===== src/rtl/load_merge_unit.sv =====
// Load-completion stage: in-order queue of outstanding loads, store-forward byte merge,
// align/extend, registered PRF writeback and a one-cycle-later ROB commit.
module load_merge_unit #(
    parameter int XLEN  = 32,
    parameter int DEPTH = 4,
    parameter int PRF_W = 6,
    parameter int ROB_W = 6,
    localparam int NB    = XLEN / 8,
    localparam int OFS_W = $clog2(NB),
    localparam int CNT_W = $clog2(DEPTH) + 1
) (
    input  logic             clk,
    input  logic             rst,
    input  logic             stall,
    input  logic             flush,
    input  logic             req_valid,
    output logic             req_ready,
    input  logic [ROB_W-1:0] req_rob_tag,
    input  logic [PRF_W-1:0] req_rd,
    input  logic [1:0]       req_size,
    input  logic             req_unsigned,
    input  logic [OFS_W-1:0] req_offset,
    input  logic [NB-1:0]    req_fwd_mask,
    input  logic [XLEN-1:0]  req_fwd_data,
    input  logic             resp_valid,
    input  logic [XLEN-1:0]  resp_data,
    output logic             wb_valid,
    output logic [PRF_W-1:0] wb_addr,
    output logic [XLEN-1:0]  wb_data,
    output logic             commit_valid,
    output logic [ROB_W-1:0] commit_tag,
    output logic [CNT_W-1:0] pending_count,
    output logic             resp_orphan
);
    localparam int PTR_W  = $clog2(DEPTH);
    // Dropped responses can outlive several flushes, so this counter is wider than the queue count.
    localparam int DROP_W = CNT_W + 4;

    logic [ROB_W-1:0] tag_r  [DEPTH];
    logic [PRF_W-1:0] rd_r   [DEPTH];
    logic [1:0]       size_r [DEPTH];
    logic             uns_r  [DEPTH];
    logic [OFS_W-1:0] ofs_r  [DEPTH];
    logic [NB-1:0]    mask_r [DEPTH];
    logic [XLEN-1:0]  fwd_r  [DEPTH];
    logic [XLEN-1:0]  data_r [DEPTH];
    logic             has_r  [DEPTH];

    logic [PTR_W-1:0]  head_r, tail_r, rptr_r;
    logic [CNT_W-1:0]  count_r, wait_r;
    logic [DROP_W-1:0] drop_r;
    logic [ROB_W-1:0]  wb_tag_r;
    logic              fresh_r;

    logic              full_s, enq_s, drop_hit_s, cap_s, orphan_s, bypass_s, pop_s;
    logic [XLEN-1:0]   head_mem_s, head_res_s;

    // Merge forwarded bytes over memory bytes, shift down to the access, then extend.
    function automatic logic [XLEN-1:0] load_result(
        input logic [NB-1:0]    mask,
        input logic [XLEN-1:0]  fwd,
        input logic [XLEN-1:0]  mem,
        input logic [OFS_W-1:0] ofs,
        input logic [1:0]       size,
        input logic             uns
    );
        logic [XLEN-1:0] merged;
        logic [XLEN-1:0] shifted;
        logic [XLEN-1:0] low_mask;
        logic            sbit;
        for (int i = 0; i < NB; i++) begin
            merged[8*i +: 8] = mask[i] ? fwd[8*i +: 8] : mem[8*i +: 8];
        end
        shifted = merged >> {ofs, 3'b000};
        case (size)
            2'b00:   begin low_mask = XLEN'(8'hFF);         sbit = shifted[7];      end
            2'b01:   begin low_mask = XLEN'(16'hFFFF);      sbit = shifted[15];     end
            2'b10:   begin low_mask = XLEN'(32'hFFFF_FFFF); sbit = shifted[31];     end
            default: begin low_mask = {XLEN{1'b1}};         sbit = shifted[XLEN-1]; end
        endcase
        if (uns || !sbit) begin
            load_result = shifted & low_mask;
        end else begin
            load_result = shifted | ~low_mask;
        end
    endfunction

    // Handshake, response routing and head-completion decode.
    always_comb begin
        full_s     = (count_r == CNT_W'(DEPTH));
        req_ready  = !full_s && !stall && !flush;
        enq_s      = req_valid && req_ready;
        drop_hit_s = resp_valid && (drop_r != '0);
        cap_s      = resp_valid && (drop_r == '0) && (wait_r != '0);
        orphan_s   = resp_valid && (drop_r == '0) && (wait_r == '0);
        bypass_s   = cap_s && (rptr_r == head_r);
        pop_s      = !stall && !flush && (count_r != '0) && (has_r[head_r] || bypass_s);
        if (bypass_s) begin
            head_mem_s = resp_data;
        end else begin
            head_mem_s = data_r[head_r];
        end
        head_res_s = load_result(mask_r[head_r], fwd_r[head_r], head_mem_s,
                                 ofs_r[head_r], size_r[head_r], uns_r[head_r]);
    end

    assign pending_count = count_r;

    // Pointers, occupancy, waiting-for-data count and drop counter.
    always_ff @(posedge clk) begin
        if (rst) begin
            head_r  <= '0;
            tail_r  <= '0;
            rptr_r  <= '0;
            count_r <= '0;
            wait_r  <= '0;
            drop_r  <= '0;
        end else if (flush) begin
            head_r  <= '0;
            tail_r  <= '0;
            rptr_r  <= '0;
            count_r <= '0;
            wait_r  <= '0;
            drop_r  <= drop_r + DROP_W'(wait_r) - DROP_W'(drop_hit_s || cap_s);
        end else begin
            if (enq_s) tail_r <= tail_r + PTR_W'(1);
            if (cap_s) rptr_r <= rptr_r + PTR_W'(1);
            if (pop_s) head_r <= head_r + PTR_W'(1);
            count_r <= count_r + CNT_W'(enq_s) - CNT_W'(pop_s);
            wait_r  <= wait_r + CNT_W'(enq_s) - CNT_W'(cap_s);
            drop_r  <= drop_r - DROP_W'(drop_hit_s);
        end
    end

    // Entry payload: request fields at tail, memory data at rptr.
    always_ff @(posedge clk) begin
        if (enq_s) begin
            tag_r[tail_r]  <= req_rob_tag;
            rd_r[tail_r]   <= req_rd;
            size_r[tail_r] <= req_size;
            uns_r[tail_r]  <= req_unsigned;
            ofs_r[tail_r]  <= req_offset;
            mask_r[tail_r] <= req_fwd_mask;
            fwd_r[tail_r]  <= req_fwd_data;
        end
        if (cap_s) begin
            data_r[rptr_r] <= resp_data;
        end
    end

    // Per-entry data-present flags.
    always_ff @(posedge clk) begin
        if (rst) begin
            for (int i = 0; i < DEPTH; i++) has_r[i] <= 1'b0;
        end else begin
            if (enq_s) has_r[tail_r] <= 1'b0;
            if (cap_s) has_r[rptr_r] <= 1'b1;
        end
    end

    // Writeback register; fresh_r marks the first cycle of each writeback so commit fires once.
    always_ff @(posedge clk) begin
        if (rst) begin
            wb_valid <= 1'b0;
            wb_addr  <= '0;
            wb_data  <= '0;
            wb_tag_r <= '0;
            fresh_r  <= 1'b0;
        end else if (flush) begin
            wb_valid <= 1'b0;
            fresh_r  <= 1'b0;
        end else if (stall) begin
            fresh_r  <= 1'b0;
        end else begin
            wb_valid <= pop_s;
            fresh_r  <= pop_s;
            if (pop_s) begin
                wb_addr  <= rd_r[head_r];
                wb_data  <= head_res_s;
                wb_tag_r <= tag_r[head_r];
            end
        end
    end

    // Commit and orphan pulses.
    always_ff @(posedge clk) begin
        if (rst) begin
            commit_valid <= 1'b0;
            commit_tag   <= '0;
            resp_orphan  <= 1'b0;
        end else begin
            commit_valid <= wb_valid && fresh_r;
            commit_tag   <= wb_tag_r;
            resp_orphan  <= orphan_s;
        end
    end
endmodule

===== config.mk =====
export PLATFORM = sky130hd
export DESIGN_NAME = load_merge_unit
export DESIGN_NICKNAME = d
export VERILOG_FILES = /design/src/rtl/load_merge_unit.sv
export SDC_FILE = /design/constraint.sdc
export NUM_CORES = 1
export LEC_CHECK = 0
export CAP_MARGIN = 20
export CORE_MARGIN = 4
export CORE_UTILIZATION = 45
export CTS_BUF_LIST = sky130_fd_sc_hd__clkbuf_16
export DETAILED_ROUTE_END_ITERATION = 6
export PLACE_DENSITY = 0.75
export REMOVE_ABC_BUFFERS = 1
export SYNTH_ARGS = -nofsm -noshare
export SYNTH_HDL_FRONTEND = slang
export SYNTH_SLANG_ARGS = --single-unit

===== constraint.sdc =====
create_clock -name clk -period 5.2 [get_ports clk]
set_input_delay 1.04 -clock clk [delete_from_list [all_inputs] [get_ports clk]]
set_output_delay 1.04 -clock clk [all_outputs]
set_load 0.005 [all_outputs]

## Word-level counts from Yosys, hierarchy flattened

Memory sizes are Yosys's and may differ from the RTL's. A register that Yosys moved wholly into a read port is not among the register bits.
Index checks and enable logic that the tools add are counted.

- Add/sub/neg operators: 10
- Equal/unequal tests: 3
- Shifts and indexed selects: 1
- Mux-type cells: 39
- Bitwise logic cells: 5
- Reduce and logical (&&, ||, !) cells: 30

Operators by type and width:

| cell | number |
|---|---|
| $mux 32 | 2 |
| $pmux 32 s2 | 1 |
| $and 32x32->32 | 1 |
| $mux 2 | 16 |
| $mux 8 | 4 |
| $not 32->32 | 1 |
| $or 32x32->32 | 1 |
| $shr 32x5->32 | 1 |
| $mux 1 | 14 |
| $sub 7x1->7 | 2 |
| $logic_and 1x1->1 | 12 |
| $add 7x3->7 | 1 |
| $logic_not 7->1 | 1 |
| $mux 7 | 1 |
| $reduce_bool 7->1 | 1 |
| $add 2x1->2 const B | 3 |
| $add 3x1->3 | 2 |
| $reduce_bool 3->1 | 2 |
| $sub 3x1->3 | 2 |
| $logic_not 1->1 | 4 |
| $eq 3x3->1 const B | 1 |
| $logic_not 3->1 | 1 |
| $logic_or 1x1->1 | 3 |
| $reduce_and 3->1 | 1 |
| other kinds (8) | 10 |

- Register bits: 61
- Memory bits (writable): 344
- Memories: 9

Memories:

| memory | depth | width | rd ports | clocked after Yosys merged registers in | write ports | RTL line | RTL |
|---|---|---|---|---|---|---|---|
| data_r | 4 | 32 | 1 | 1 | 1 | 46 | `logic [XLEN-1:0] data_r [DEPTH];` |
| fwd_r | 4 | 32 | 1 | 1 | 1 | 45 | `logic [XLEN-1:0] fwd_r [DEPTH];` |
| rd_r | 4 | 6 | 1 | 1 | 1 | 40 | `logic [PRF_W-1:0] rd_r [DEPTH];` |
| tag_r | 4 | 6 | 1 | 1 | 1 | 39 | `logic [ROB_W-1:0] tag_r [DEPTH];` |
| mask_r | 4 | 4 | 1 | 1 | 1 | 44 | `logic [NB-1:0] mask_r [DEPTH];` |
| ofs_r | 4 | 2 | 1 | 1 | 1 | 43 | `logic [OFS_W-1:0] ofs_r [DEPTH];` |
| 3 more memories | n/a | n/a | n/a | n/a | n/a | n/a |  |

## Logic depth before layout (Yosys ltp)

Gate-level depths: netlist of the first run.

- Depth in word-level cells: 11
- Depth in mapped cells: 19

## Least setup slack after synthesis of the first run

Ideal clock, no wire load.

- Kind: in2reg
- Start point: input resp_valid
- End point: register drop_r[6]
- Setup time: 0.128 ns
- Arrival time: 3.683 ns
- Required time: 5.072 ns
- Setup slack: 1.389 ns
- Cell stages on the path: 16
- Cells stage by stage: nand4_2 > inv_2 > buf_6 > clkbuf_1 > or2_2 > ha_1 > inv_1 > ha_1 > fa_1 > a21o_1 > a21oi_1 > nor2_1 > o21a_1 > o211a_1 > xor2_1 > nor2_1

- Longest elaborated chain between the ends: 5

RTL lines:

| element | RTL line | RTL |
|---|---|---|
| start: declaration | 25 | `input logic resp_valid,` |
| $logic_and 1x1->1 (2 in a row) | 94 | `cap_s = resp_valid && (drop_r == '0) && (wait_r != '0);` |
| named net cap_s | 55 | `logic full_s, enq_s, drop_hit_s, cap_s, orphan_s, bypass_s, pop_s;` |
| $logic_or 1x1->1 | 124 | `drop_r <= drop_r + DROP_W'(wait_r) - DROP_W'(drop_hit_s \|\| cap_s);` |
| $sub 7x1->7 | 124 |  |
| $mux 7 | 118 | `end else if (flush) begin` |
| end signal: assignment | 124 |  |
| end signal: assignment | 131 | `drop_r <= drop_r - DROP_W'(drop_hit_s);` |
| end: declaration | 51 | `logic [DROP_W-1:0] drop_r;` |

The timed path passes the listed nets, and every way through them passes these cells.
A chain may end at the register's enable or synchronous reset.

## Worst setup path after layout of the first run

- Start point: input flush
- End point: output req_ready

- Longest elaborated chain between the ends: 2

RTL lines:

| element | RTL line | RTL |
|---|---|---|
| start: declaration | 15 | `input logic flush,` |
| $logic_not 1->1 | 91 | `req_ready = !full_s && !stall && !flush;` |
| $logic_and 1x1->1 | 91 |  |
| end: declaration | 17 | `output logic req_ready,` |

Every way passes these cells.

==> results of run 1 <==
## report_power, final
| part | internal (mW) | total, mW | switching (mW) |
|---|---|---|---|
| Sequential | 3.66 | 3.69 | 0.0311 |
| Clock | 1.60 | 2.80 | 1.21 |
| Combinational | 0.272 | 0.573 | 0.301 |
| Total | 5.53 | 7.07 | 1.54 |
## state kept, by name, indices dropped and copies added (netlist names), 7 cells and up, named ones only
| register | count |
|---|---|
| mask_r | 16 |
| tag_r | 24 |
| drop_r | 7 |
| wb_data | 32 |
| ofs_r | 8 |
| size_r | 8 |
| data_r | 128 |
| fwd_r | 128 |
| rd_r | 24 |
## metal layers
metal,global-route usage,vias to the layer above
li1,-,4296
met1,0.2617,4811
met2,0.2937,321
met3,0.04041,56
met4,0.04777,8
met5,0,-
## cell type report
cell class	count	share of cell area
clock inverter	33	0.01311
inverter	32	0.005938
timing repair buffer	161	0.07818
clock buffer	41	0.05072
sequential	419	0.5833
tap	504	0.03117
multi-input combinational	514	0.2376
## metrics by stage
stage,total power [mW],area [sq um]
after detailed placement,4.340,18940
final,7.070,20230
after floorplan,4.134,16710
after global placement,4.324,18940
after global routing,7.351,20230
after CTS,7.121,20230
## worst max-delay path: cells and delay by family
family,cells,cell delay [ps]
buffers and inverters,2,1080
AOI/OAI and AO/OA,1,460
and+or+nand+nor,1,190
## layout by cell type (no fill, tap or decap), types with 5 or more instances in the layout
master           instances
edfxtp_1               340
clkdlybuf4s50_1        140
mux4_2                  84
nor2_1                  80
dfxtp_1                 77
nand2_1                 54
clkbuf_16               41
inv_1                   37
ha_1                    26
a21oi_1                 25
mux2i_1                 25
o21ai_0                 21
a211oi_1                18
buf_4                   18
a31oi_1                 16
a221oi_1                15
xnor2_1                 14
and2_1                  14
nand3_1                 12
a211oi_2                10
nor2b_1                 10
clkinv_1                10
a311oi_1                 8
o21bai_1                 8
o22ai_1                  7
o22a_1                   6
clkinv_2                 6
xor2_1                   5
## final timing paths
kind                                start                       to  slack [ps]  cells past startpoint
setup / recovery                    flush                req_ready        1390                      4
hold / removal    wb_addr[3]$_SDFFE_PP0P_  wb_addr[3]$_SDFFE_PP0P_         460                      2
setup reg to reg     drop_r[5]$_SDFF_PP0_     drop_r[6]$_SDFF_PP0_        1500                     17
hold reg to reg   wb_addr[3]$_SDFFE_PP0P_  wb_addr[3]$_SDFFE_PP0P_         460                      2
## kinds of logic after synthesis
kind of cell / after synthesis / share of synthesized area
compound gates: 158 / 0.06927
mux: 111 / 0.1272
fa+ha+maj: 29 / 0.02265
simple gates: 197 / 0.05331
buf+inv: 86 / 0.02478
flops: 419 / 0.6930
xor+xnor: 19 / 0.009780
==> impl_metrics.ini, run 1 <==
[logic_synthesis]
syn_avg_cell_area_sq_um = 16.70
synthTopCellsByArea = edfxtp_1 (60%), mux4_2 (11%), dfxtp_1 (9.3%), ha_1 (1.9%), nor2_1 (1.8%)
postSynthCellCount = 1019
synth_cell_types = 61
yosysMostFrequentCell = edfxtp_1
syn-cell-area_sq_um = 17020
ys_ff_latch = 419
async_flop_share = 0
synth_top_area_frac = 0.6000
synthTopCellsByCount = edfxtp_1 (340), mux4_2 (84), nor2_1 (80)
yosysTopAreaCell = edfxtp_1
synthFlopType = edfxtp_1
ys_seq_area_frac = 0.6930
ys_warn_count = 0
synth_edf_count = 340

[route]
drtIter0Drc = 901
vias = 9492
wirelength_microns = 37950
drt.antenna.violating_nets = 0
wl_met2_microns = 18240
post_drt_via_cell_ratio = 5.570
wl_met3_microns = 2871
drtPass1Iterations = 6
top_layer = met5
drc = 0
met1_length_microns = 15950
wire_per_inst_microns = 22.27

[cells_and_area]
drive_above_1_share = 0.1633
multi_input_area_sq_um = 4807
stdcell_count = 1704
fillers = 2923
syn2layout_area_growth_pct = 18.89
n_antenna_cell = 0
seq_area_sq_um = 11800
nets = 1288
finish.utilization = 0.5473

[setup_path]
end_kind = primary output
crit_slowest_cell = clkdlybuf4s50_1
cp_max_fo = 6
arrival_ps = 2770
required_ps = 4160
cpMostUsedCell = clkdlybuf4s50_1
critPathMaxStageDelay_ps = 620
crit_type = in -> out
crit_path_cell_trace = clkdlybuf4s50_1 > nor2_1 > a21boi_0 > clkdlybuf4s50_1
crit_path_start_kind = input port

[placement]
place_ws_ps = 915.3
io_buffers = 141
dp.cells = 1630
hpwl_microns = 25450
place.gp.congestion = 0.8826

[clocking]
cts_buffer_depth = 3
clock_latency_ps = 540
htreeDepth = 2
cts_tree = done
cts.reportedPaths.clkPinSlew_ps = 60
cts_buffers = 40
cts_root_buf = clkbuf_16
post_cts_buffers = 0
cts_hold_buf = 0
cts_sinks = 419
cts_resized = 0

[timing]
fin_ws_ps = 1385
period_minus_slack_ps = 3815
fmax_mhz = 262.1
drv_slew = 0
fin_skew_ps = 23.86
fin_setup_tns_ps = 0
timing.hold.ws_ps = 458.8
slew_headroom = 0.4451
worstMarginPinSlew_ps = 832.3
finalCritPeriodShare = 0.7336
setup_violations = 0
rsz0062_at_grt = false
hold_viol = 0

[flow_run]
max_cap_violations = 0

[global_routing]
grt_pass1_vias = 9704
antenna_found_initial = 4
grt_max_degree = 54
grt.overflow.total = 0
grt_pass1_wl_microns = 58860
gr-usage-all-layers = 0.1843

[floorplan]
initial_utilization = 0.4604
core_sq_um = 36960
die-width_microns = 202.5
num_rows = 70
io_pins = 142
die_area_sq_um = 40990
die_h_microns = 202.5

[outcome]
status = complete, no violations

[power]
vdd.ir_drop.worst_uv = 173.5
leakage_nw = 6.598
power.density_nw_per_um2 = 349.5

[hold_path]
worstHoldPathType = reg -> reg
Note: power is estimated with default switching activity, not from simulation.
==> run 2, diff against run 1 <==
Clock period 5.2 ns to 3.7 ns, I/O delays scaled along.
==> impl_metrics.ini, run 2 (synthesized netlist as in run 1, its figures left out) <==
[floorplan]
die_h_microns = 202.5
initial_utilization = 0.4604
io_pins = 142
die_area_sq_um = 40990
die-width_microns = 202.5
num_rows = 70
core_sq_um = 36960

[cells_and_area]
final_common_cell = edfxtp_1
largestRegisters = data_r x128, fwd_r x128, wb_data x32
syn2layout_area_growth_pct = 19.83
final_cell_mix = edfxtp_1 (340), clkdlybuf4s50_1 (140), mux4_2 (84)
stdcell_count = 1725
nets = 1307
drive_above_1_share = 0.1747
fillers = 2894

[clocking]
htreeDepth = 2
cts_root_buf = clkbuf_16
cts_tree = done
cts_sinks = 419
clock_latency_ps = 550
cts_buffers = 42
cts.reportedPaths.clkPinSlew_ps = 60
cts_buffer_depth = 3

[placement]
place.gp.congestion = 0.8582
dp.cells = 1646
io_buffers = 141
hpwl_microns = 25770

[route]
drtIter0Drc = 985
drc = 0
post_drt_via_cell_ratio = 5.591
wire_per_inst_microns = 22.05
drt.antenna.violating_nets = 0
wirelength_microns = 38030
vias = 9645
drtPass1Iterations = 5

[timing]
timing.hold.ws_ps = 453.4
rsz0062_at_grt = false
finalCritPeriodShare = 0.9273
fin_skew_ps = 22.99
drv_slew = 0
period_minus_slack_ps = 3431
hold_viol = 0
worstMarginPinSlew_ps = 683.1
setup_violations = 0
slew_headroom = 0.5446
fmax_mhz = 291.5

[hold_path]
worst_hold_startpoint = wb_addr[2]$_SDFFE_PP0P_
worstHoldPathType = reg -> reg

[power]
switching_share = 0.2183
clockPowerShare = 0.387
p_comb_frac = 0.086
intPower_mw = 7.705
p_seq_frac = 0.527
power.density_nw_per_um2 = 483.4
vdd.ir_drop.worst_uv = 355.2
p_switching_mw = 2.151
leakage_nw = 6.702

[global_routing]
grt_pass1_wl_microns = 58220
grt_max_degree = 52
gr-usage-all-layers = 0.1839
grt.overflow.total = 0
antenna_found_initial = 4
grt_pass1_vias = 9693

[setup_path]
crit_path_start_kind = flip-flop
critPathLaunch = drop_r[4]$_SDFF_PP0_
required_ps = 4120
r2r_start = drop_r[4]$_SDFF_PP0_
arrival_ps = 3850
end_kind = flip-flop
cp_max_fo = 4
crit_type = reg -> reg

[flow_run]
max_cap_violations = 0

[outcome]
status = complete, no violations
## run 2: cell types whose count changed in the layout (fill, tap and decap cells not counted), sizes merged
cell,change
clkinv,-3
inv,+6
diode,+2
clkbuf,+1
buf,+17
bufinv,-2
## run 2: what timing repair did
item	CTS	global route
hold endpoints to repair	0	0
setup endpoints to repair	0	1
hold buffers	0	0
setup buffers	0	1
gates resized for setup	0	5
## run 2: area by class of cell
type / instances / area, sq um / share of cell area
clock buffer: 42 / 1051 / 0.05155
sequential: 419 / 11800 / 0.5787
inverter: 32 / 120.1 / 0.005891
multi-input combinational: 514 / 4822 / 0.2365
antenna: 2 / 5.005 / 0.0002455
clock inverter: 34 / 190.2 / 0.009327
timing repair buffer: 178 / 1772 / 0.08689
tap: 504 / 630.6 / 0.03093
## run 2: final timing paths
| kind | slack [ps] | end | cells past startpoint |
|---|---|---|---|
| worst max-delay path | 270 | drop_r[6]$_SDFF_PP0_ | 17 |
| worst min-delay path | 450 | wb_addr[2]$_SDFFE_PP0P_ | 2 |
| worst max register to register | 270 | drop_r[6]$_SDFF_PP0_ | 17 |
| worst min register to register | 450 | wb_addr[2]$_SDFFE_PP0P_ | 2 |
## run 2: critical path: stages (launching register included)
cell	delay [ps]
dfxtp_1	340
inv_2	90
ha_1	190
nor4b_4	230
nand2_1	100
and2_1	180
or2_2	280
ha_1	270
inv_1	40
ha_1	210
fa_2	400
a21o_1	180
a21oi_2	170
nor2_1	70
o21a_1	170
o211a_1	230
xor2_1	140
nor2_1	50
## run 2: stage by stage
step | utilization | setup TNS, ps | power [mW] | area (sq um) | setup WS [ps]
5_1_grt | 0.5515 | 0 | 10.26 | 20380 | 4.665
3_5_place_dp | 0.5173 | -61.64 | 6.105 | 19120 | -61.64
4_1_cts | 0.5509 | 0 | 9.892 | 20360 | 50.38
3_3_place_gp | 0.5173 | -50.50 | 6.090 | 19120 | -50.50
6_report | 0.5517 | 0 | 9.857 | 20390 | 269.1
2_1_floorplan | - | -93530 | 5.810 | 16710 | -2781
## run 2: routing by layer
layer / track usage / wire, microns / vias to the layer above
met5: 0 / 57 / -
met4: 0.05286 / 936 / 8
met3: 0.04280 / 2981 / 72
met2: 0.2943 / 18330 / 370
met1: 0.2558 / 15720 / 4865
li1: - / - / 4330
## run 2: power groups by stage
stage	Sequential [mW]	Combinational [mW]	Clock [mW]
after detailed placement	5.29	0.814	0
after global routing	5.20	0.947	4.11
after floorplan	5.29	0.524	0
after global placement	5.29	0.802	0
final	5.20	0.847	3.81
after CTS	5.19	0.820	3.88
